--- src/rtl/vx_perf_pkg.sv ---
// Shared definitions for the issue-stage performance counters.
// Contents: execute-unit type codes, unit count, stage-1 stall flag layout,
// and the popcount result width helper.
package vx_perf_pkg;

  localparam int unsigned EX_TYPE_BITS = 3;
  localparam int unsigned NUM_UNITS    = 5;

  localparam logic [EX_TYPE_BITS-1:0] EX_ALU = 3'd0;
  localparam logic [EX_TYPE_BITS-1:0] EX_LSU = 3'd1;
  localparam logic [EX_TYPE_BITS-1:0] EX_CSR = 3'd2;
  localparam logic [EX_TYPE_BITS-1:0] EX_FPU = 3'd3;
  localparam logic [EX_TYPE_BITS-1:0] EX_GPU = 3'd4;

  // Registered single-cycle stall events; unit[t] is indexed by ex_type code.
  typedef struct packed {
    logic                 ibf;
    logic                 scb;
    logic [NUM_UNITS-1:0] unit;
  } stall_flags_t;

  // Bits needed to hold a popcount of n lanes (0..n inclusive).
  function automatic int unsigned popcnt_width(input int unsigned n);
    return int'($clog2(n + 1));
  endfunction

endpackage

--- src/rtl/vx_issue_perf_ctr_if.sv ---
// Issue-stage handshake bundle observed by the perf counter engine.
// master: driven by the issue pipeline (or a bench driver).
// slave : observed by vx_issue_perf_ctr.
// Signals: ibuf/scb/disp valid+ready pairs, disp_ex_type (3b), disp_tmask (NUM_THREADS b).
interface vx_issue_perf_ctr_if #(
  parameter int unsigned NUM_THREADS = 4
);
  logic                   ibuf_valid;
  logic                   ibuf_ready;
  logic                   scb_valid;
  logic                   scb_ready;
  logic                   disp_valid;
  logic                   disp_ready;
  logic [2:0]             disp_ex_type;
  logic [NUM_THREADS-1:0] disp_tmask;

  modport master (
    output ibuf_valid, ibuf_ready, scb_valid, scb_ready,
           disp_valid, disp_ready, disp_ex_type, disp_tmask
  );

  modport slave (
    input  ibuf_valid, ibuf_ready, scb_valid, scb_ready,
           disp_valid, disp_ready, disp_ex_type, disp_tmask
  );
endinterface

--- src/rtl/vx_perf_ctr.sv ---
// Single performance counter: adds inc every cycle, cleared by clear or reset.
// Build option: PERF_CTR_SATURATE_EN -> clamp at all-ones instead of wrapping.
// Ports: clk, reset (async, active-high), clear (sync), inc [INC_BITS],
//        value [CTR_BITS] (registered).
module vx_perf_ctr #(
  parameter int unsigned CTR_BITS = 44,
  parameter int unsigned INC_BITS = 1
) (
  input  logic                clk,
  input  logic                reset,
  input  logic                clear,
  input  logic [INC_BITS-1:0] inc,
  output logic [CTR_BITS-1:0] value
);

  logic [CTR_BITS-1:0] r_value;
  logic [CTR_BITS-1:0] w_next;

`ifdef PERF_CTR_SATURATE_EN
  localparam int unsigned SUM_BITS = CTR_BITS + 1;
  logic [SUM_BITS-1:0] w_sum;

  // One extra bit catches the carry out; any carry means clamp.
  always_comb begin
    w_sum  = {1'b0, r_value} + SUM_BITS'(inc);
    w_next = w_sum[CTR_BITS] ? '1 : w_sum[CTR_BITS-1:0];
  end
`else
  // Plain modulo 2^CTR_BITS accumulate.
  always_comb begin
    w_next = r_value + CTR_BITS'(inc);
  end
`endif

  // Counter register; clear beats any increment.
  always_ff @(posedge clk or posedge reset) begin
    if (reset) begin
      r_value <= '0;
    end else if (clear) begin
      r_value <= '0;
    end else begin
      r_value <= w_next;
    end
  end

  assign value = r_value;

endmodule

--- src/rtl/vx_issue_perf_ctr.sv ---
// Issue-stage performance counter engine feeding the pipeline perf bundle.
// Stage 1 registers per-cycle stall flags and the dispatched thread count;
// stage 2 is a bank of eight vx_perf_ctr accumulators whose values are the outputs.
// Build option: PERF_CTR_SATURATE_EN (handled inside vx_perf_ctr).
// Ports: clk, reset (async, active-high), clear (sync),
//        perf_if (slave: ibuf/scb/disp handshakes, ex_type, tmask),
//        ibf/scb/alu/lsu/csr/fpu/gpu_stalls, active_threads [CTR_BITS].
module vx_issue_perf_ctr
  import vx_perf_pkg::*;
#(
  parameter int unsigned NUM_THREADS = 4,
  parameter int unsigned CTR_BITS    = 44
) (
  input  logic                clk,
  input  logic                reset,
  input  logic                clear,
  vx_issue_perf_ctr_if.slave  perf_if,
  output logic [CTR_BITS-1:0] ibf_stalls,
  output logic [CTR_BITS-1:0] scb_stalls,
  output logic [CTR_BITS-1:0] alu_stalls,
  output logic [CTR_BITS-1:0] lsu_stalls,
  output logic [CTR_BITS-1:0] csr_stalls,
  output logic [CTR_BITS-1:0] fpu_stalls,
  output logic [CTR_BITS-1:0] gpu_stalls,
  output logic [CTR_BITS-1:0] active_threads
);

  localparam int unsigned CNT_BITS = popcnt_width(NUM_THREADS);

  stall_flags_t        w_flags;
  stall_flags_t        r_flags;
  logic [CNT_BITS-1:0] w_popcnt;
  logic [CNT_BITS-1:0] w_fire_cnt;
  logic [CNT_BITS-1:0] r_fire_cnt;
  logic                w_disp_stall;
  logic                w_disp_fire;

  // Active lanes of the dispatched instruction.
  always_comb begin
    w_popcnt = '0;
    for (int i = 0; i < int'(NUM_THREADS); i++) begin
      w_popcnt = w_popcnt + CNT_BITS'(perf_if.disp_tmask[i]);
    end
  end

  // Stage-1 event decode; unknown ex_type codes match no unit.
  always_comb begin
    w_disp_stall = perf_if.disp_valid & ~perf_if.disp_ready;
    w_disp_fire  = perf_if.disp_valid &  perf_if.disp_ready;
    w_flags      = '0;
    w_flags.ibf  = perf_if.ibuf_valid & ~perf_if.ibuf_ready;
    w_flags.scb  = perf_if.scb_valid  & ~perf_if.scb_ready;
    for (int u = 0; u < int'(NUM_UNITS); u++) begin
      w_flags.unit[u] = w_disp_stall & (perf_if.disp_ex_type == EX_TYPE_BITS'(u));
    end
    w_fire_cnt = w_disp_fire ? w_popcnt : '0;
  end

  // Stage-1 flag register; clear drops events sampled on the clear cycle.
  always_ff @(posedge clk or posedge reset) begin
    if (reset) begin
      r_flags    <= '0;
      r_fire_cnt <= '0;
    end else if (clear) begin
      r_flags    <= '0;
      r_fire_cnt <= '0;
    end else begin
      r_flags    <= w_flags;
      r_fire_cnt <= w_fire_cnt;
    end
  end

  logic [CTR_BITS-1:0] w_unit_stalls [NUM_UNITS];

  // Stage-2 accumulators.
  vx_perf_ctr #(.CTR_BITS(CTR_BITS), .INC_BITS(1)) u_ibf_ctr (
    .clk   (clk),
    .reset (reset),
    .clear (clear),
    .inc   (r_flags.ibf),
    .value (ibf_stalls)
  );

  vx_perf_ctr #(.CTR_BITS(CTR_BITS), .INC_BITS(1)) u_scb_ctr (
    .clk   (clk),
    .reset (reset),
    .clear (clear),
    .inc   (r_flags.scb),
    .value (scb_stalls)
  );

  for (genvar u = 0; u < int'(NUM_UNITS); u++) begin : g_unit
    vx_perf_ctr #(.CTR_BITS(CTR_BITS), .INC_BITS(1)) u_unit_ctr (
      .clk   (clk),
      .reset (reset),
      .clear (clear),
      .inc   (r_flags.unit[u]),
      .value (w_unit_stalls[u])
    );
  end

  vx_perf_ctr #(.CTR_BITS(CTR_BITS), .INC_BITS(CNT_BITS)) u_thr_ctr (
    .clk   (clk),
    .reset (reset),
    .clear (clear),
    .inc   (r_fire_cnt),
    .value (active_threads)
  );

  assign alu_stalls = w_unit_stalls[EX_ALU];
  assign lsu_stalls = w_unit_stalls[EX_LSU];
  assign csr_stalls = w_unit_stalls[EX_CSR];
  assign fpu_stalls = w_unit_stalls[EX_FPU];
  assign gpu_stalls = w_unit_stalls[EX_GPU];

endmodule
--- src/flat_wrapper.sv ---
// flat-port wrapper written by rule: the top's interface ports become plain ports
module vx_issue_perf_ctr_flat import vx_perf_pkg::*;
#(
  parameter int unsigned NUM_THREADS = 4,
  parameter int unsigned CTR_BITS    = 44
)
  (clk, reset, clear, ibf_stalls, scb_stalls, alu_stalls, lsu_stalls, csr_stalls, fpu_stalls, gpu_stalls, active_threads, perf_if_ibuf_valid, perf_if_ibuf_ready, perf_if_scb_valid, perf_if_scb_ready, perf_if_disp_valid, perf_if_disp_ready, perf_if_disp_ex_type, perf_if_disp_tmask);
  vx_issue_perf_ctr_if #(.NUM_THREADS(NUM_THREADS)) perf_if_i ();
  input  logic clk;
  input  logic reset;
  input  logic clear;
  output logic [CTR_BITS-1:0] ibf_stalls;
  output logic [CTR_BITS-1:0] scb_stalls;
  output logic [CTR_BITS-1:0] alu_stalls;
  output logic [CTR_BITS-1:0] lsu_stalls;
  output logic [CTR_BITS-1:0] csr_stalls;
  output logic [CTR_BITS-1:0] fpu_stalls;
  output logic [CTR_BITS-1:0] gpu_stalls;
  output logic [CTR_BITS-1:0] active_threads;
  input wire logic [$bits(perf_if_i.ibuf_valid)-1:0] perf_if_ibuf_valid;
  input wire logic [$bits(perf_if_i.ibuf_ready)-1:0] perf_if_ibuf_ready;
  input wire logic [$bits(perf_if_i.scb_valid)-1:0] perf_if_scb_valid;
  input wire logic [$bits(perf_if_i.scb_ready)-1:0] perf_if_scb_ready;
  input wire logic [$bits(perf_if_i.disp_valid)-1:0] perf_if_disp_valid;
  input wire logic [$bits(perf_if_i.disp_ready)-1:0] perf_if_disp_ready;
  input wire logic [$bits(perf_if_i.disp_ex_type)-1:0] perf_if_disp_ex_type;
  input wire logic [$bits(perf_if_i.disp_tmask)-1:0] perf_if_disp_tmask;
  assign perf_if_i.ibuf_valid = perf_if_ibuf_valid;
  assign perf_if_i.ibuf_ready = perf_if_ibuf_ready;
  assign perf_if_i.scb_valid = perf_if_scb_valid;
  assign perf_if_i.scb_ready = perf_if_scb_ready;
  assign perf_if_i.disp_valid = perf_if_disp_valid;
  assign perf_if_i.disp_ready = perf_if_disp_ready;
  assign perf_if_i.disp_ex_type = perf_if_disp_ex_type;
  assign perf_if_i.disp_tmask = perf_if_disp_tmask;
  vx_issue_perf_ctr #(.NUM_THREADS(NUM_THREADS), .CTR_BITS(CTR_BITS)) u_core (.clk(clk), .reset(reset), .clear(clear), .perf_if(perf_if_i), .ibf_stalls(ibf_stalls), .scb_stalls(scb_stalls), .alu_stalls(alu_stalls), .lsu_stalls(lsu_stalls), .csr_stalls(csr_stalls), .fpu_stalls(fpu_stalls), .gpu_stalls(gpu_stalls), .active_threads(active_threads));
endmodule
--- config.mk ---
export PLATFORM = sky130hd
export DESIGN_NAME = vx_issue_perf_ctr_flat
export DESIGN_NICKNAME = d
export VERILOG_FILES = /design/src/rtl/vx_perf_pkg.sv /design/src/rtl/vx_issue_perf_ctr_if.sv /design/src/rtl/vx_perf_ctr.sv /design/src/rtl/vx_issue_perf_ctr.sv /design/src/flat_wrapper.sv
export SDC_FILE = /design/constraint.sdc
export NUM_CORES = 1
export LEC_CHECK = 0
export BUFFER_PORTS_ARGS = -buffer_cell sky130_fd_sc_hd__buf_2
export CORE_MARGIN = 1.5
export CORE_UTILIZATION = 25
export DETAILED_ROUTE_END_ITERATION = 8
export RECOVER_POWER = 50
export SLEW_MARGIN = 20
export SYNTH_ARGS = -nofsm -noshare
export SYNTH_HDL_FRONTEND = slang
export SYNTH_SLANG_ARGS = --single-unit
--- constraint.sdc ---
create_clock -name clk -period 22.2 [get_ports clk]
set_clock_uncertainty 0.05 [all_clocks]
set_input_delay 3.33 -clock clk [delete_from_list [all_inputs] [get_ports clk]]
set_output_delay 3.33 -clock clk [all_outputs]
set_load 0.01 [all_outputs]
Word level (Yosys, flattened, before mapping)
Index checks and enable logic that the tools add are counted.
{"block": "totals", "register_bits": 362, "out_inout_bits": 352, "in_bits": 16, "word_cells": 51}
{"block": "classes", "reduce_logical": 1, "n_mux": 11, "n_eq_ne": 4, "bitwise_logic": 12, "add_sub_neg": 11}
{"operator": "$mux W44", "n": 8}
{"operator": "$add A44 B1 Y44", "n": 7}
{"operator": "$add A44 B3 Y44", "n": 1}
{"operator": "$and A1 B1 Y1", "n": 9}
{"operator": "$mux W7", "n": 1}
{"operator": "$add A3 B1 Y3", "n": 2}
{"operator": "$eq A3 B2 Y1 const B", "n": 2}
{"operator": "$mux W3", "n": 2}
{"operator": "$eq A3 B1 Y1 const B", "n": 1}
{"operator": "$eq A3 B3 Y1 const B", "n": 1}
{"operator": "$logic_not A3 Y1", "n": 1}
{"operator": "$not A1 Y1", "n": 3}
{"operator": "$add A1 B1 Y2", "n": 1}

Longest topological paths before layout
{"block": "depth", "ltp_word": 5, "mapped_depth": 9, "ltp_nobuf": 7}

Cells and area by module
Synthesis repeated with hierarchy kept, for this count alone.
{"block": "hier_totals", "cells_unflattened": 2018, "hier_area_um2": 18943.2}
{"mod": "vx_perf_ctr (u_core.g_unit[0].u_unit_ctr ...)", "seq_area_each_um2": 1101.1, "n_inst": 7, "cells_per_inst": 246, "area_each_um2": 2287.2}
{"mod": "vx_perf_ctr (u_core.u_thr_ctr)", "seq_area_each_um2": 1101.1, "n_inst": 1, "cells_per_inst": 268, "area_each_um2": 2526.2}
{"mod": "vx_issue_perf_ctr", "seq_area_each_um2": 250.2, "n_inst": 1, "cells_per_inst": 28, "area_each_um2": 406.6}

Worst setup path after synthesis
No wires, ideal clock.
{"block": "synth_timing", "kind": "input port to flip-flop", "start": "input perf_if_disp_tmask[0]", "end": "register u_core.r_fire_cnt[1]", "n_path_buf": 0, "arrival_ns": 4.347, "path_slack_ns": 17.684, "setup_time_ns": 0.119, "cell_stages": 6, "path_cell_list": "ha_1 > inv_1 > fa_1 > inv_1 > ha_1 > and2_1"}
{"block": "synth_via", "elab_chain_len": 5}
{"element": "start: declaration", "line_no": "flat_wrapper.sv:27", "source": "input wire logic [$bits(perf_if_i.disp_tmask)-1:0] perf_if_disp_tmask;"}
{"element": "$add A1 B1 Y2", "line_no": "vx_issue_perf_ctr.sv:42", "source": "w_popcnt = w_popcnt + CNT_BITS'(perf_if.disp_tmask[i]);"}
{"element": "$add A3 B1 Y3 (2 in a row)", "line_no": "vx_issue_perf_ctr.sv:42"}
{"element": "$mux W3", "line_no": "vx_issue_perf_ctr.sv:56", "source": "w_fire_cnt = w_disp_fire ? w_popcnt : '0;"}
{"element": "$mux W3", "line_no": "vx_issue_perf_ctr.sv:64", "source": "end else if (clear) begin"}
{"element": "end signal: assignment", "line_no": "vx_issue_perf_ctr.sv:69", "source": "r_fire_cnt <= w_fire_cnt;"}
{"element": "end: declaration", "line_no": "vx_issue_perf_ctr.sv:34", "source": "logic [CNT_BITS-1:0] r_fire_cnt;"}
No other way between the ends.

==> impl_metrics.ini <==
[clock_network]
clk_latency_ns = 0.56
ctsResizeCount = 0
cts_tree = built
clkSinkCount = 362
clk_pin_slew_ns = 0.05
clockRootBuffer = clkbuf_16
hold_buffers = 0
post_cts.repair.setup_buffers = 0
clk_path_buf_depth = 3
cts_max_level = 2
numCtsBuffers = 44

[timing]
fmax_mhz = 114.7
worstMarginPinSlew_ns = 4.638
drv_slew = 247
rsz0062_at_grt = false
tns_ns = 0
layout_min_cycle_time_ns = 8.720
final-setup-viol-count = 0
relSlewSlack_pct = -210.9
finalHoldViolCount = 0
whs_ns = 0.4990
post-route-period-util_pct = 39.28

[critical_path]
worstPathMaxFanout = 101
required_ns = 22.72
cp_num_buf_inv = 4
path_cells = buf_2, clkinvlp_2, clkbuf_1, buf_4
slowest_stage = clkinvlp_2
cp-start-kind = primary input
critical_path.top_delay_family = buffers and inverters
max_stage_delay_ns = 2.59
critical_path_class = primary input to async pin
end_kind = async pin
critPathArrivalTime_ns = 9.24

[floorplanning]
start_util_pct = 25.28
core_area_um2 = 71490
die_h_um = 271.9
die_area_um2 = 73900
die_w_um = 271.9
rows = 98
io_pins = 368

[logic_synthesis]
synth_edf_count = 0
synth_area_leader_cell = dfrtp_1
synthTopCellsByArea = dfrtp_1 (50%), nor2_1 (5.8%), xor2_1 (5.7%)
syn_nets = 1946
seq_area_frac_synth_pct = 50.13
synth-seq-cells = 362
synth_area_um2 = 18070
yosysWarnings = 0
synthFlopType = dfrtp_1
async_reset_ff_share_pct = 100.0
avgSynthCellArea_um2 = 9.466
synthCells = 1909
yosysUniqueCellTypes = 50
synth_top_area_share_pct = 50.13

[drt]
wl_um = 52380
viasPerCell = 4.790
drtPass1Iterations = 5
drtIter0Drc = 1039
wl_per_cell_um = 16.18
via_count = 15509
ant_nets = 0
drc_errors = 0

[final_layout]
final_common_cell = buf_2
nNetsFinal = 2295
insertedDiodeCount = 0
final_layout_size_suffix_gt1_share_pct = 20.32
final_area_um2 = 22280
area_growth_pct = 23.31
layout_common_cells = buf_2 (366), dfrtp_1 (362), nor2_1 (278)

[placement]
place_congestion = 0.7730
io_buffers = 367
hpwlAfterDp_um = 36760
place_area_um2 = 20950

[grt]
grt_pass1_wl_um = 83700
grt_use_total_pct = 13.84
antenna_found_initial = 1
grt_pass1_vias = 14672
grt-ovfl-total = 0
grt_max_degree = 196

[power]
ir_worst_vdd_v = 0.00004457
leakagePower_nw = 9.968
power-per-cell-area_nw_per_um2 = 62.10
total_power_mw = 1.384

[status]
violations = max-capacitance violations, max-slew violations
status = finished, violations left

[run]
drv_cap = 3

[worst_hold_path]
hold_path.class = flip-flop to flip-flop
-- path summary, 6_finish.rpt --
check	start	depth (start not counted)	slack (ns)	end
max	reset	4	13.48	u_core.g_unit[2].u_unit_ctr.value[35]$_DFF_PP0_
min	u_core.g_unit[2].u_unit_ctr.value[42]$_DFF_PP0_	2	0.50	u_core.g_unit[2].u_unit_ctr.value[42]$_DFF_PP0_
max reg2reg	u_core.g_unit[3].u_unit_ctr.value[0]$_DFF_PP0_	7	19.19	u_core.g_unit[3].u_unit_ctr.value[38]$_DFF_PP0_
min reg2reg	u_core.g_unit[2].u_unit_ctr.value[42]$_DFF_PP0_	2	0.50	u_core.g_unit[2].u_unit_ctr.value[42]$_DFF_PP0_
max in group clk	clear	3	14.97	u_core.g_unit[3].u_unit_ctr.value[12]$_DFF_PP0_
min in group asynchronous	reset	2	4.15	u_core.g_unit[4].u_unit_ctr.value[27]$_DFF_PP0_
-- cell type report --
class,count,area [µm²]
clock inverter,5,31.28
fill,7518,49200
inverter,45,170.2
timing repair buffer,381,1962
clock buffer,71,1324
multi-input combinational,1424,8548
tap,950,1189
sequential,362,9059
-- worst reg2reg max path: cells and delay by family (launching register included) --
family / cells / cell delay, ns
DFF: 1 / 0.35
AOI/OAI and AO/OA: 1 / 0.15
adders and majority gates: 2 / 0.45
and+or+nand+nor: 4 / 1.93
-- per-layer routing --
layer	wire length [µm]	vias up	GRT usage [%]
met5	0	-	0
met4	1235	0	3.845
met3	3340	68	3.518
met2	23440	355	21.47
met1	24360	7621	19.03
li1	-	7465	-
-- state kept, by name (all words and copies together), names as in the netlist --
register,count
u_core.g_unit.u_unit_ctr.value,220
u_core.r_fire_cnt,3
u_core.r_flags,7
u_core.u_ibf_ctr.value,44
u_core.u_scb_ctr.value,44
u_core.u_thr_ctr.value,44
-- through the flow --
stage          setup WS, ns  utilization, %  std cells
5_1_grt               12.36           31.17       3238
3_3_place_gp          16.42           29.30       3162
6_report              13.48           31.17       3238
2_1_floorplan         8.773               -       1909
3_5_place_dp          16.43           29.30       3162
4_1_cts               17.06           31.20       3238
-- cells in the mapped netlist, types with 5 or more instances --
cell	instances
buf_1	8
and4_1	31
mux2_2	6
ha_1	19
inv_1	45
or2_2	6
nand2_1	116
xnor2_1	113
o21ai_0	64
nand4_1	101
or4_1	31
nand3_1	128
a21oi_1	94
or3_1	66
clkbuf_1	69
and3_1	41
and2_1	11
xor2_1	118
nor2b_1	27
dfrtp_1	362
nand4b_1	5
nor3_1	54
nor3b_1	5
o31ai_1	26
nor2_1	278
nor4_1	48
-- kinds of logic after synthesis --
group | Yosys count | synth area share (%)
compound gates | 198 | 6.121
xor+xnor | 231 | 11.20
fa+ha+maj | 21 | 1.537
buf+inv | 123 | 2.562
flops | 362 | 50.13
mux | 6 | 0.3739
simple gates | 968 | 28.08
-- power by group --
group	switching (mW)	internal [mW]
Combinational	0.0269	0.00463
Clock	0.285	0.405
Sequential	0.000859	0.661
Note: power is estimated with default switching activity, not from simulation.
